==> config.mk <==
export PLATFORM = sky130hd
export DESIGN_NAME = display_scanner
export DESIGN_NICKNAME = d
export VERILOG_FILES = /design/src/rtl/display_scanner.sv
export SDC_FILE = /design/constraint.sdc
export NUM_CORES = 1
export LEC_CHECK = 0
export CELL_PAD_IN_SITES_DETAIL_PLACEMENT = 0
export CELL_PAD_IN_SITES_GLOBAL_PLACEMENT = 1
export CORE_MARGIN = 3
export CORE_UTILIZATION = 44
export DETAILED_ROUTE_END_ITERATION = 7
export PLACE_DENSITY = 0.82
export SYNTH_ARGS = -nofsm -noshare
export SYNTH_HDL_FRONTEND = slang
export SYNTH_SLANG_ARGS = --single-unit
==> constraint.sdc <==
create_clock -name clk -period 7.6 [get_ports clk]
set_clock_uncertainty 0.15 [all_clocks]
set_input_delay 1.9 -clock clk [delete_from_list [all_inputs] [get_ports clk]]
set_output_delay 1.9 -clock clk [all_outputs]
set_load 0.02 [all_outputs]
==> src/rtl/display_scanner.sv <==
// Scans eight 4-bit digits onto a common-anode 8-digit display.
// Each digit slot starts with a blank interval (all anodes off) so the segment
// lines settle before an anode turns on. New digit data is taken only at frame
// wrap, so a frame never shows a mix of old and new values. Optional
// leading-zero suppression is applied on top of the per-digit enables.
module display_scanner #(
    parameter int unsigned REFRESH_DIV  = 100000,
    parameter int unsigned BLANK_CYCLES = 1000
) (
    input  logic        clk,
    input  logic        rst_n,
    input  logic [31:0] digits,
    input  logic [7:0]  dp_in,
    input  logic [7:0]  dig_en,
    input  logic        lz_suppress,
    input  logic        load,
    output logic [3:0]  digit_out,
    output logic [7:0]  an,
    output logic        dp,
    output logic        frame
);

    localparam int unsigned NUM_DIGITS = 8;
    localparam int unsigned IDX_W      = 3;
    localparam int unsigned CNT_W      = $clog2(REFRESH_DIV);
    localparam logic [CNT_W-1:0] CNT_LAST   = CNT_W'(REFRESH_DIV - 1);
    localparam logic [CNT_W-1:0] BLANK_LAST = CNT_W'(BLANK_CYCLES - 1);

    typedef enum logic {
        ST_BLANK = 1'b0,
        ST_ON    = 1'b1
    } state_t;

    state_t           state_q, state_d;
    logic [CNT_W-1:0] cnt_q, cnt_d;
    logic [IDX_W-1:0] idx_q, idx_d;
    logic [31:0]      sh_digits_q, sh_digits_d;
    logic [7:0]       sh_dp_q, sh_dp_d;
    logic [7:0]       sh_en_q, sh_en_d;
    logic             pending_q, pending_d;
    logic [3:0]       digit_out_d;
    logic [7:0]       an_d;
    logic             dp_d;
    logic             frame_d;

    logic             slot_wrap;
    logic             frame_wrap;
    logic [7:0]       visible;
    logic             zero_run;

    // Visibility per digit: enabled and not a leading zero (scanning down from digit 7).
    always_comb begin
        visible  = '0;
        zero_run = 1'b1;
        for (int i = int'(NUM_DIGITS) - 1; i >= 0; i--) begin
            zero_run   = zero_run && (sh_digits_q[4*i +: 4] == 4'h0);
            visible[i] = sh_en_q[i] && !(lz_suppress && (i > 0) && zero_run);
        end
    end

    // Next-state: slot counter, digit index, blank/on phase, shadow load and outputs.
    always_comb begin
        state_d     = state_q;
        cnt_d       = cnt_q + CNT_W'(1);
        idx_d       = idx_q;
        sh_digits_d = sh_digits_q;
        sh_dp_d     = sh_dp_q;
        sh_en_d     = sh_en_q;
        pending_d   = pending_q | load;
        digit_out_d = digit_out;
        an_d        = 8'hFF;
        dp_d        = 1'b1;
        frame_d     = 1'b0;

        slot_wrap  = (cnt_q == CNT_LAST);
        frame_wrap = slot_wrap && (idx_q == IDX_W'(NUM_DIGITS - 1));

        if (slot_wrap) begin
            cnt_d = '0;
            idx_d = idx_q + IDX_W'(1);
        end

        // A request made on the wrap cycle itself is consumed here, not carried over.
        if (frame_wrap) begin
            pending_d = 1'b0;
            frame_d   = 1'b1;
            if (pending_q || load) begin
                sh_digits_d = digits;
                sh_dp_d     = dp_in;
                sh_en_d     = dig_en;
            end
        end

        case (state_q)
            ST_BLANK: if (cnt_q == BLANK_LAST) state_d = ST_ON;
            ST_ON:    if (slot_wrap)           state_d = ST_BLANK;
            default:                           state_d = ST_BLANK;
        endcase

        // Nibble changes only at slot start, so it is stable for the whole slot.
        if (slot_wrap) begin
            digit_out_d = sh_digits_d[{idx_d, 2'b00} +: 4];
        end

        if ((state_d == ST_ON) && visible[idx_d]) begin
            an_d = ~(8'b1 << idx_d);
            dp_d = ~sh_dp_q[idx_d];
        end
    end

    // State and output registers; reset forces all anodes off immediately.
    always_ff @(posedge clk or negedge rst_n) begin
        if (!rst_n) begin
            state_q     <= ST_BLANK;
            cnt_q       <= '0;
            idx_q       <= '0;
            sh_digits_q <= '0;
            sh_dp_q     <= '0;
            sh_en_q     <= '0;
            pending_q   <= 1'b0;
            digit_out   <= 4'h0;
            an          <= 8'hFF;
            dp          <= 1'b1;
            frame       <= 1'b0;
        end else begin
            state_q     <= state_d;
            cnt_q       <= cnt_d;
            idx_q       <= idx_d;
            sh_digits_q <= sh_digits_d;
            sh_dp_q     <= sh_dp_d;
            sh_en_q     <= sh_en_d;
            pending_q   <= pending_d;
            digit_out   <= digit_out_d;
            an          <= an_d;
            dp          <= dp_d;
            frame       <= frame_d;
        end
    end

endmodule

==> results.md <==
- Status: finished clean
- HP Class: reg -> reg
- Slew margin rel.: 25.8%
- Internal power: slightly below 600 µW
- Switching power: 195 µW
- Initial detailed-routing violation count: around 150
- Placement Rows: 34
- CTS Buf Count: 9
- TNS Setup: 0 ns
- Die ar.: 10,500 µm²
- Synthesized flop and latch total: 84
- Mean Syn Cell Area: 9.44 µm²
- Register-to-Register Path Depth: 7
- R2r startpoint: cnt_q[12]$_DFF_PN0_
- I/O pins: 66
- DRC Markers: 0
- Count of final setup violators: 0
- Mapped Nets: between 400 and 500
- Synth top area cells: dfrtp_1, nand2_1, dfstp_2
- CTS max path bufs: 2
- Hold endpoint: sh_dp_q[0]$_DFFE_PN0P_
- Required @ worst endpoint: 7.71 ns
- Synth Flop Type: dfrtp_1
- Htree depth: 3
- Cell area after synthesis: 4100 µm²
- CTS tree: yes
- Placed Cells incl. Taps: 592
- Asr flop ratio synth: between 90% and 100%
- Sequential area share after synthesis: between 50% and 60%
- Worst-path fanout max: 32
- Clk slew on worst S/H paths: 0.09 ns
- FILL cells: 802
- Max_cap viols: 0
- Starting Density: 46.1%
- Largest net degree at the start of global routing: between 80 and 90
- Most common cell after layout, fill and taps aside: nand2_1
- Dpl hpwl: 7.07 mm
- WL/cell: 16.7 µm
- Area grow syn2layout: 22.2%
- Slew @ Worst Pin: around 1.1 ns
- I/O Buffers: 65
- Non-filler cells, final: between 600 and 700
- Switch share: 24.7%
- Pre-Repair DR Iteration Count: 5
- Final ANT Viol Nets: 0
- Hold depth: 2
- Reg power frac: around 57%
- Post-synth EDFFs: 0
- Setup slack, reg-to-reg: around 4.0 ns
- Initial antenna violation count: 0
- Yosys top cell by area: dfrtp_1
- Diodes inserted: 0
- RSZ-0062 raised after global routing: no
- Leakage power: roughly 2.3 nW
- Congestion Overflow GR: 0
- Worst vdd ir: 75.0 µV
- Worst-Skew Late Latency: 0.36 ns
- Setup repair bufs after CTS: 0
- Chip height: ~100 µm
- Max Freq: 0.216 GHz
- Comb pwr share: approximately 5.2%
- Critical Path AT: 4.73 ns
- Clk sinks: 84
- Post-cts sizing count: 0
- CTS Hold Buffers Added: 0
- Slew Limit Fails: 0
- First-pass GRT wire length: 16.7 mm
- Fin. Hold Viols: 0
- Core area: 8890 µm²
- Period utilization: 60.8%
- Vias: 3,334
- Synth warnings: 0
- P per Cell Area: 158 nW/µm²
- FF-to-FF End: digit_out[0]$_DFFE_PN0N_
- Hold Path Origin: sh_dp_q[0]$_DFFE_PN0P_
- Clock share of power: 38.3%
- Most frequent cells in the layout: nand2_1, dfrtp_1, clkdlybuf4s50_1
- Crit path launch type: input port
- Nets: 550
- GRT Total Usage: 20.6%
- Synth top area share: 45.8%
- Cells after Synth: approximately 430
- Layout cells sized above 1: ~10%
- Netlist cell types: 55
- GPL Wtd Cong: 0.871
- Tmin final: about 4.6 ns
- Vias in the first global route: 3,315
- Clock root cell: clkbuf_8
- Vias per inst: 5.48
- Final wirelength: 10.1 mm
- Die width: 103 µm
- CP endpoint kind: flip-flop
- Critical path class: in -> reg
[sequential cells by signal (all words and copies together), names as in the netlist]
| signal | flops |
|---|---|
| frame | 1 |
| cnt_q | 17 |
| state_q | 1 |
| an | 8 |
| sh_dp_q | 8 |
| dp | 1 |
| sh_digits_q | 32 |
| pending_q | 1 |
| sh_en_q | 8 |
| digit_out | 4 |
| idx_q | 3 |
[power groups by stage]
stage	sequential, mW	clock, mW	combinational (mW)
2_1_floorplan	0.456	0	0.00293
3_3_place_gp	0.455	0	0.0412
3_5_place_dp	0.455	0	0.0414
4_1_cts	0.447	0.307	0.0417
5_1_grt	0.447	0.328	0.0445
6_report	0.447	0.302	0.0408
[critical path, stage by stage]
cell	delay, ns
clkdlybuf4s50_1	0.43
o21ai_1	0.77
or2_1	0.95
mux2i_1	0.30
o21ai_0	0.12
o22ai_1	0.10
o21ba_1	0.15
[through the flow]
step | power, mW | utilization (%) | cell area (µm²) | setup WS [ns] | hold slack, ns
after floorplan | 0.459 | - | 4100 | 3.93 | 0.282
after global placement | 0.497 | 54.3 | 4830 | 2.62 | 0.297
after detailed placement | 0.497 | 54.3 | 4830 | 2.61 | 0.305
after CTS | 0.795 | 56.3 | 5010 | 2.98 | 0.325
after global routing | 0.820 | 56.3 | 5010 | 2.63 | 0.345
final | 0.790 | 56.3 | 5010 | 2.98 | 0.322
[cell type report]
cell class                 instances  area (µm²)  area share [%]
inverter                           5        18.8           0.375
timing repair buffer              69         678            13.5
clock inverter                     7        58.8            1.17
multi-input combinational        326        1880            37.6
clock buffer                       9         124            2.47
tap                              108         135            2.70
sequential                        84        2110            42.2
[worst max-delay path by stage]
stage               startpoint                  endpoint  slack, ns  cells past startpoint
detailed placement        load  digit_out[0]$_DFFE_PN0N_       2.61                      7
finish                    load  digit_out[0]$_DFFE_PN0N_       2.98                      7
CTS                       load  digit_out[0]$_DFFE_PN0N_       2.98                      7
global route              load  digit_out[3]$_DFFE_PN0N_       2.63                      7
global placement          load  digit_out[0]$_DFFE_PN0N_       2.62                      7
floorplan                 load  digit_out[1]$_DFFE_PN0N_       3.93                      8
[kinds of logic after synthesis]
family                   count (synthesis)  share of synthesized area, %
AND/OR/NAND/NOR                        233                          25.4
flip-flops                              84                          51.6
AO/OA/AOI/OAI                           53                          9.10
buffers and inverters                   24                          2.72
multiplexers                            23                          7.36
XOR/XNOR                                14                          2.99
adder cells (fa/ha/maj)                  3                         0.916
[routing by layer]
layer	GRT usage [%]	vias to the layer above	part of all wire, %
li1	-	1611	-
met1	29.1	1616	47
met2	31.7	90	46
met3	4.47	17	5.2
met4	6.86	0	2.1
met5	0	-	0
[synthesized netlist by cell type, types with 2 or more instances]
master     number
a211oi_1        2
a21oi_1         7
a31oi_1         6
and2_1          3
and3_1          2
buf_2           5
buf_6           2
clkbuf_1       11
dfrtp_1        75
dfstp_2         9
ha_1            3
inv_1           5
mux2_2          6
mux2i_1        11
mux4_2          5
nand2_1       159
nand2b_1        7
nand3_1        11
nand4_1         4
nor2_1         20
nor2b_1         2
nor3_1          2
nor3b_1         2
nor4_1          4
nor4b_1         2
o2111ai_1       2
o21a_1          2
o21ai_0        10
o221ai_1       10
o22ai_1         3
or2_2           2
or3_1           2
or4_1           4
xnor2_1         7
xor2_1          7
Power figures use the tool's default switching activity.
